## config.mk

```make
export PLATFORM = sky130hd
export DESIGN_NAME = cov_update_sequencer_flat
export DESIGN_NICKNAME = d
export VERILOG_FILES = /design/src/rtl/cov_update_sequencer_if.sv /design/src/rtl/cov_update_sequencer.sv /design/src/flat_wrapper.sv
export SDC_FILE = /design/constraint.sdc
export NUM_CORES = 2
export LEC_CHECK = 0
export BUFFER_PORTS_ARGS = -buffer_cell sky130_fd_sc_hd__buf_2
export CAP_MARGIN = 40
export CORE_AREA = 4 4 532 534
export DETAILED_ROUTE_END_ITERATION = 16
export DIE_AREA = 0 0 536 538
export GPL_ROUTABILITY_DRIVEN = 0
export PLACE_DENSITY = 0.39
export SYNTH_ARGS = -nofsm -noshare
export SYNTH_HDL_FRONTEND = slang
export SYNTH_SLANG_ARGS = --single-unit
export TNS_END_PERCENT = 30
```

## constraint.sdc

```tcl
create_clock -name clk_100mhz -period 55.5 [get_ports clk_100mhz]
set_input_delay 13.875 -clock clk_100mhz [delete_from_list [all_inputs] [get_ports clk_100mhz]]
set_output_delay 13.875 -clock clk_100mhz [all_outputs]
set_load 0.01 [all_outputs]
```

## src/rtl/cov_update_sequencer_if.sv

```systemverilog
// cov_update_sequencer_if: request/response bundle between the sequencer and update_cov
interface cov_update_sequencer_if #(parameter int WIDTH = 16, parameter int N = 4);
  logic signed [WIDTH-1:0] old_p [0:N-1];
  logic signed [WIDTH-1:0] new_p [0:N-1];
  logic signed [WIDTH-1:0] old_moment [0:N-1][0:N-1];
  logic signed [WIDTH-1:0] old_mean [0:N-1];
  logic [WIDTH-1:0] T;
  logic valid;
  logic signed [WIDTH-1:0] new_moment [0:N-1][0:N-1];
  logic signed [WIDTH-1:0] new_cov [0:N-1][0:N-1];
  logic signed [WIDTH-1:0] new_mean [0:N-1];
  logic ready;
  logic overflow;
  modport master (
    output old_p, new_p, old_moment, old_mean, T, valid,
    input new_moment, new_cov, new_mean, ready, overflow
  );
  modport slave (
    input old_p, new_p, old_moment, old_mean, T, valid,
    output new_moment, new_cov, new_mean, ready, overflow
  );
endinterface

```

## src/rtl/cov_update_sequencer.sv

```systemverilog
// cov_update_sequencer: owns running covariance state and issues one update_cov request per new price
module cov_update_sequencer #(
  parameter int WIDTH = 16,
  parameter int N = 4,
  parameter int T_MAX = 1024
) (
  input  logic clk_100mhz,
  input  logic reset,
  input  logic signed [WIDTH-1:0] price [0:N-1],
  input  logic price_valid,
  output logic price_ready,
  input  logic flush,
  input  logic clear_overflow,
  cov_update_sequencer_if.master uc,
  output logic signed [WIDTH-1:0] cov_out [0:N-1][0:N-1],
  output logic cov_valid,
  output logic overflow_flag
);
  localparam int CW = $clog2(T_MAX + 1);
  typedef enum logic [1:0] {EMPTY, PRIMED, ISSUE, WAIT} state_t;
  state_t state;
  logic signed [WIDTH-1:0] moment [0:N-1][0:N-1];
  logic signed [WIDTH-1:0] mean [0:N-1];
  logic signed [WIDTH-1:0] prev_p [0:N-1];
  logic [CW-1:0] count;
  logic accept;
  logic result;
  assign accept = price_valid && price_ready;
  assign result = state == WAIT && uc.ready;
  always_ff @(posedge clk_100mhz or posedge reset) begin
    if (reset) begin
      state <= EMPTY;
      price_ready <= 1'b1;
      uc.valid <= 1'b0;
      cov_valid <= 1'b0;
      moment <= '{default: '0};
      mean <= '{default: '0};
      prev_p <= '{default: '0};
      count <= '0;
      uc.old_p <= '{default: '0};
      uc.new_p <= '{default: '0};
      uc.old_moment <= '{default: '0};
      uc.old_mean <= '{default: '0};
      uc.T <= '0;
      cov_out <= '{default: '0};
    end else if (flush) begin
      state <= EMPTY;
      price_ready <= 1'b1;
      uc.valid <= 1'b0;
      cov_valid <= 1'b0;
      moment <= '{default: '0};
      mean <= '{default: '0};
      prev_p <= '{default: '0};
      count <= '0;
      cov_out <= '{default: '0};
    end else begin
      cov_valid <= 1'b0;
      case (state)
        EMPTY: if (accept) begin
          prev_p <= price;
          state <= PRIMED;
        end
        PRIMED: if (accept) begin
          uc.old_p <= prev_p;
          uc.new_p <= price;
          uc.old_moment <= moment;
          uc.old_mean <= mean;
          uc.T <= WIDTH'(count);
          uc.valid <= 1'b1;
          price_ready <= 1'b0;
          state <= ISSUE;
        end
        ISSUE: begin
          uc.valid <= 1'b0;
          state <= WAIT;
        end
        WAIT: if (uc.ready) begin
          // an overflowed result is dropped, but the price still becomes the new reference
          if (!uc.overflow) begin
            moment <= uc.new_moment;
            mean <= uc.new_mean;
            cov_out <= uc.new_cov;
            count <= count < CW'(T_MAX) ? count + 1'b1 : count;
            cov_valid <= 1'b1;
          end
          prev_p <= uc.new_p;
          price_ready <= 1'b1;
          state <= PRIMED;
        end
      endcase
    end
  end
  // a fresh overflow beats a simultaneous clear; a flushed result cannot raise it
  always_ff @(posedge clk_100mhz or posedge reset) begin
    if (reset) overflow_flag <= 1'b0;
    else if (result && uc.overflow && !flush) overflow_flag <= 1'b1;
    else if (clear_overflow) overflow_flag <= 1'b0;
  end
endmodule
```

## src/flat_wrapper.sv

```systemverilog
// flat-port wrapper written by rule: the top's interface ports become plain ports
module cov_update_sequencer_flat 
#(
  parameter int WIDTH = 16,
  parameter int N = 4,
  parameter int T_MAX = 1024
)
  (clk_100mhz, reset, price, price_valid, price_ready, flush, clear_overflow, cov_out, cov_valid, overflow_flag, uc_old_p, uc_new_p, uc_old_moment, uc_old_mean, uc_T, uc_valid, uc_new_moment, uc_new_cov, uc_new_mean, uc_ready, uc_overflow);
  cov_update_sequencer_if #(.WIDTH(WIDTH), .N(N)) uc_i ();
  input  logic clk_100mhz;
  input  logic reset;
  input  logic signed [WIDTH-1:0] price[0:N-1];
  input  logic price_valid;
  output logic price_ready;
  input  logic flush;
  input  logic clear_overflow;
  output logic signed [WIDTH-1:0] cov_out[0:N-1][0:N-1];
  output logic cov_valid;
  output logic overflow_flag;
  output wire logic [$bits(uc_i.old_p)-1:0] uc_old_p;
  output wire logic [$bits(uc_i.new_p)-1:0] uc_new_p;
  output wire logic [$bits(uc_i.old_moment)-1:0] uc_old_moment;
  output wire logic [$bits(uc_i.old_mean)-1:0] uc_old_mean;
  output wire logic [$bits(uc_i.T)-1:0] uc_T;
  output wire logic [$bits(uc_i.valid)-1:0] uc_valid;
  input wire logic [$bits(uc_i.new_moment)-1:0] uc_new_moment;
  input wire logic [$bits(uc_i.new_cov)-1:0] uc_new_cov;
  input wire logic [$bits(uc_i.new_mean)-1:0] uc_new_mean;
  input wire logic [$bits(uc_i.ready)-1:0] uc_ready;
  input wire logic [$bits(uc_i.overflow)-1:0] uc_overflow;
  assign uc_old_p = {>>{uc_i.old_p}};
  assign uc_new_p = {>>{uc_i.new_p}};
  assign uc_old_moment = {>>{uc_i.old_moment}};
  assign uc_old_mean = {>>{uc_i.old_mean}};
  assign uc_T = uc_i.T;
  assign uc_valid = uc_i.valid;
  assign uc_i.new_moment = {>>{uc_new_moment}};
  assign uc_i.new_cov = {>>{uc_new_cov}};
  assign uc_i.new_mean = {>>{uc_new_mean}};
  assign uc_i.ready = uc_ready;
  assign uc_i.overflow = uc_overflow;
  cov_update_sequencer #(.WIDTH(WIDTH), .N(N), .T_MAX(T_MAX)) u_core (.clk_100mhz(clk_100mhz), .reset(reset), .price(price), .price_valid(price_valid), .price_ready(price_ready), .flush(flush), .clear_overflow(clear_overflow), .uc(uc_i), .cov_out(cov_out), .cov_valid(cov_valid), .overflow_flag(overflow_flag));
endmodule
```

; Word level (Yosys, flattened, before mapping)
; Cells that the tools add are included.
[classes]
add_sub_neg = 1
magnitude_cmp = 1
n_eq_ne = 7
mux = 39
bitwise_logic = 1
reduce_logical = 20
[op_table]
columns = cell, count
row1 = 256-bit two-way mux, 8
row2 = 64-bit two-way mux, 7
row3 = 64-bit one-hot mux with 2 select lines, 1
row4 = 11-bit two-way mux, 5
row5 = 3-bit AND reduction, 5
row6 = 11-bit by 1-bit adder with 11-bit output (second input constant), 1
row7 = 11-bit < comparator (second input constant), 1
row8 = 1-bit two-way mux, 11
row9 = 3-bit nonzero test, 3
row10 = 2-bit two-way mux, 4
row11 = 2-bit one-hot mux with 4 select lines, 1
row12 = 2-bit nonzero test, 4
row13 = 3-bit by 2-bit inequality test with 1-bit output (second input constant), 2
row14 = 2-bit == test (second input constant), 2
row15 = 1-bit logical AND, 4
row16 = 1-bit one-hot mux with 2 select lines, 2
row17 = 4-bit AND reduction, 1
row18 = 3-bit inequality test (second input constant), 1
row19 = 2-bit by 1-bit == test with 1-bit output (second input constant), 1
row20 = 2-bit logical NOT, 1
row21 = 2-bit inequality test (second input constant), 1
row22 = 2-bit AND reduction, 1
row23 = 1-bit logical NOT, 1
row24 = 1-bit NOT, 1
[totals]
reg_bits = 1116
in_bits = 647
out_inout_bits = 724
word_cells = 144

; Logic depth before layout (Yosys ltp)
[depth]
word_depth = 6
depth_mapped = 8
mapped_depth_nobuf = 5

; Least setup slack after synthesis
; No wires, ideal clock.
[synth_path]
path_kind = in2reg
startpoint = input flush
endpoint = register u_core.uc.T[0]
setup_time_ps = 125
t_arrival_ps = 14804
required_ps = 55375
path_slack_ps = 40571
path_stages = 5
n_path_buf = 3
path_cell_list = nand4b_1 -> buf_2 -> buf_6 -> buf_6 -> mux2_4
[synth_via]
elab_chain_cells = 2
[synth_rtl]
columns = element, line_no
row1 = start: declaration, flat_wrapper.sv:15  ; input logic flush;
row2 = 1-bit NOT (no source line), -
row3 = 3-bit AND reduction (no source line), -
row4 = end signal: assignment, cov_update_sequencer.sv:68  ; uc.T <= WIDTH'(count);
row5 = end: declaration, cov_update_sequencer_if.sv:15  ; output old_p, new_p, old_moment, old_mean, T, valid,
; No other way between the ends.
; A chain may end at the register's enable or synchronous reset.

; Final worst setup path
[layout_path]
startpoint = input uc_overflow
endpoint = register u_core.cov_out[50] (netlist name)
[layout_via]
elab_chain_cells = 2
[layout_rtl]
columns = element, line_no
row1 = start: declaration, flat_wrapper.sv:30  ; input wire logic [$bits(uc_i.overflow)-1:0] uc_overflow;
row2 = 2-bit inequality test (no source line), -
row3 = 3-bit AND reduction (no source line), -
; No other way between the ends.

==> results_dict.tcl <==
set metrics [dict create \
    status "complete, no violations" \
    ant_nets 0 \
    drtPass1Iterations 5 \
    ff2ff_path_depth 8 \
    fp-row-count 194 \
    worstSetupStartpointType "input port" \
    grt_overflow_total 0 \
    cp-end-kind "register" \
    timing.final.ws_setup_ns 37.91 \
    yosys_warnings 0 \
    pre_cts_ws_ns 37.03 \
    htree_levels 4 \
    critPathArrivalTime_ns 18.31 \
    holdPathEnd "u_core.uc.old_moment[17]" \
    clk_latency_ns 0.80 \
    fin_crit_ns 17.59 \
    fillCellCount 29954 \
    viasPerCell 3.80 \
    seqCellArea_mm2 0.0279 \
    final_cell_mix "buf_2 (1364), dfrtp_1 (1115), a22o_1 (576), mux2_4 (281), mux2_2 (173)" \
    grt_pass1_wl_mm 281 \
    clockRootBuffer "clkbuf_16" \
    antenna_found_initial 140 \
    fmax_mhz 56.9 \
    dp_hpwl_mm 166 \
    ioPinCount 1371 \
    hp-class "register to register" \
    vias 29890 \
    maxCapViolations 0 \
    route.detailed.drc 0 \
    post_cts_resized 0 \
    period_share_pct 31.7 \
    clk_pin_slew_worst_paths_ns 0.06 \
    cts.sinks 1116 \
    skew_ns 0.0408 \
    avgSynthCellArea_um2 16.1 \
    r2r_setup_slack_ns 50.53 \
    ir_drop_mv 0.0261 \
    fp.dieH_um 538 \
    fin_nets 4658 \
    worstHoldStart "u_core.moment[17]" \
    initial_utilization_pct 15.3 \
    synth-seq-cells 1116 \
    cts_buffers 145 \
    timing.rr.end "u_core.cov_out[50]" \
    setup_violations 0 \
    wl_met2_mm 102 \
    syn_to_final_growth_pct 37.0 \
    synth.cell_area_mm2 0.0425 \
    gr-usage-all-layers_pct 13.9 \
    power.leakage_nw 30.5 \
    hold_depth 1 \
    final_common_cell "buf_2" \
    crit_required_ns 56.22 \
    wl_met3_mm 23.8 \
    core_mm2 0.278 \
    drtIter0Drc 1664 \
    cp-startpoint "uc_overflow" \
    grt_pass1_vias 31001 \
    dieWidth_um 536 \
    slew_headroom_pct 28.6 \
    die_area_mm2 0.288 \
    tightest_slew_ns 1.07 \
    wl_met1_mm 78.3 \
    timing_worst_setup_path_type "input port to register" \
    multi_input_area_mm2 0.0133 \
    rsz0062_at_grt "false" \
    port_buffers 1365 \
    crit_fanout 78 \
    routed_wl_mm 211 \
    ys_seq_area_share_pct 65.6 \
    synthCells 2649 \
    grt_max_degree 118 \
    postCtsSetupBuffers 0 \
    drv_slew 0 \
    cts_hold_buffers 0 \
    setup_tns_ns 0 \
    wl_per_cell_um 26.9 \
    power_density_mw_per_mm2 40.4 \
    topRoutingLayerUsed "met5" \
    cts_tree "yes" \
    synth_cell_types 44 \
    clk_path_buf_depth 4 \
    r2r-start "u_core.state[0]" \
    finalHoldViolations 0 \
    dpl_cell_area_mm2 0.0535 \
    drive_gt1_share_pct 51.6 \
    fin_area_mm2 0.0583 \
]
[cells in the mapped netlist]
master | count | share of area [%]
a211oi_1 | 59 | 1.0
conb_1 | 1 | 0.0088
inv_1 | 10 | 0.088
mux2i_1 | 65 | 1.5
nor3_1 | 1 | 0.012
a21bo_2 | 1 | 0.024
o2bb2ai_1 | 1 | 0.021
buf_2 | 152 | 1.8
nand2b_1 | 2 | 0.029
a31oi_1 | 1 | 0.015
nand4_1 | 1 | 0.015
nand4b_1 | 1 | 0.021
a21o_1 | 1 | 0.018
o32ai_1 | 1 | 0.021
nand2_1 | 7 | 0.062
mux2_4 | 281 | 9.9
a21oi_1 | 75 | 0.88
and3_1 | 1 | 0.015
dfstp_2 | 1 | 0.062
or4_1 | 4 | 0.071
nor2b_1 | 2 | 0.029
mux2_1 | 6 | 0.16
mux2_2 | 173 | 4.6
buf_4 | 11 | 0.19
a21boi_0 | 1 | 0.018
nor2_1 | 5 | 0.044
nor4_1 | 2 | 0.029
ha_1 | 5 | 0.15
clkbuf_1 | 19 | 0.17
and2_1 | 1 | 0.015
buf_6 | 40 | 1.1
a31o_2 | 1 | 0.021
and3b_1 | 1 | 0.021
nand3_1 | 4 | 0.047
buf_1 | 1 | 0.0088
xor2_1 | 1 | 0.021
o21ai_0 | 6 | 0.071
a211oi_2 | 5 | 0.15
a32o_1 | 1 | 0.024
a22o_1 | 576 | 12
nand4bb_1 | 1 | 0.026
o31ai_1 | 4 | 0.071
or3_1 | 2 | 0.029
dfrtp_1 | 1115 | 66
[registers in the layout (all words and copies together) (netlist names)]
| signal | flops |
|---|---|
| u_core.prev_p | 64 |
| u_core.cov_out | 256 |
| u_core.uc.new_p | 64 |
| u_core.mean | 64 |
| u_core.overflow_flag | 1 |
| u_core.count | 11 |
| u_core.uc.old_moment | 256 |
| u_core.uc.T | 11 |
| u_core.state | 2 |
| u_core.uc.old_mean | 64 |
| u_core.uc.valid | 1 |
| u_core.uc.old_p | 64 |
| u_core.moment | 256 |
| u_core.price_ready | 1 |
| u_core.cov_valid | 1 |
[stage by stage]
step	std cells	power, mW	hold slack, ns	utilization [%]
after CTS	7830	2.40	0.478	20.9
after global routing	7840	2.47	0.500	20.9
after global placement	7568	1.42	0.470	19.1
after detailed placement	7583	1.44	0.473	19.2
after floorplan	2653	1.23	0.459	-
final	7857	2.35	0.470	20.9
[worst max-delay path, cell delays in order]
cell     delay, ns
buf_2         0.17
inv_1         0.11
a31oi_4       0.17
buf_4         0.52
buf_4         0.79
buf_4         0.75
buf_4         0.63
buf_4         0.75
a22o_1        0.27
[worst max path at each step]
stage | end | depth (start not counted)
6_report | u_core.cov_out[50] | 9
5_1_grt | u_core.uc.new_p[0] | 7
4_1_cts | u_core.uc.old_moment[153] | 7
3_5_place_dp | u_core.uc.new_p[5] | 7
3_3_place_gp | u_core.uc.old_moment[207] | 7
2_1_floorplan | u_core.count[0] | 1
[metal layers]
layer  global-route usage [%]  up-vias
met5                        0        -
li1                         -    12679
met4                     3.69       40
met3                     6.82      446
met2                     23.6     1359
met1                     15.5    15366
[logic make-up after synthesis]
group	share of synthesized area [%]
AO/OA/AOI/OAI	14.2
XOR/XNOR	0.0206
adder cells (fa/ha/maj)	0.147
buffers and inverters	3.31
flip-flops	65.6
multiplexers	16.2
other	0.00881
AND/OR/NAND/NOR	0.465
[layout make-up]
cell class | instances | share of cell area [%]
sequential | 1116 | 47.9
timing repair buffer | 1429 | 13.1
tap | 3724 | 7.99
antenna | 27 | 0.116
clock buffer | 199 | 7.07
clock inverter | 48 | 1.01
inverter | 10 | 0.0773
multi-input combinational | 1304 | 22.8
[report_power, final]
group | total (mW) | internal, mW | switching (mW)
logic | 0.456 | 0.203 | 0.253
registers | 0.958 | 0.898 | 0.0601
clock network | 0.940 | 0.548 | 0.392
total | 2.35 | 1.65 | 0.706
Note: power is estimated with default switching activity, not from simulation.
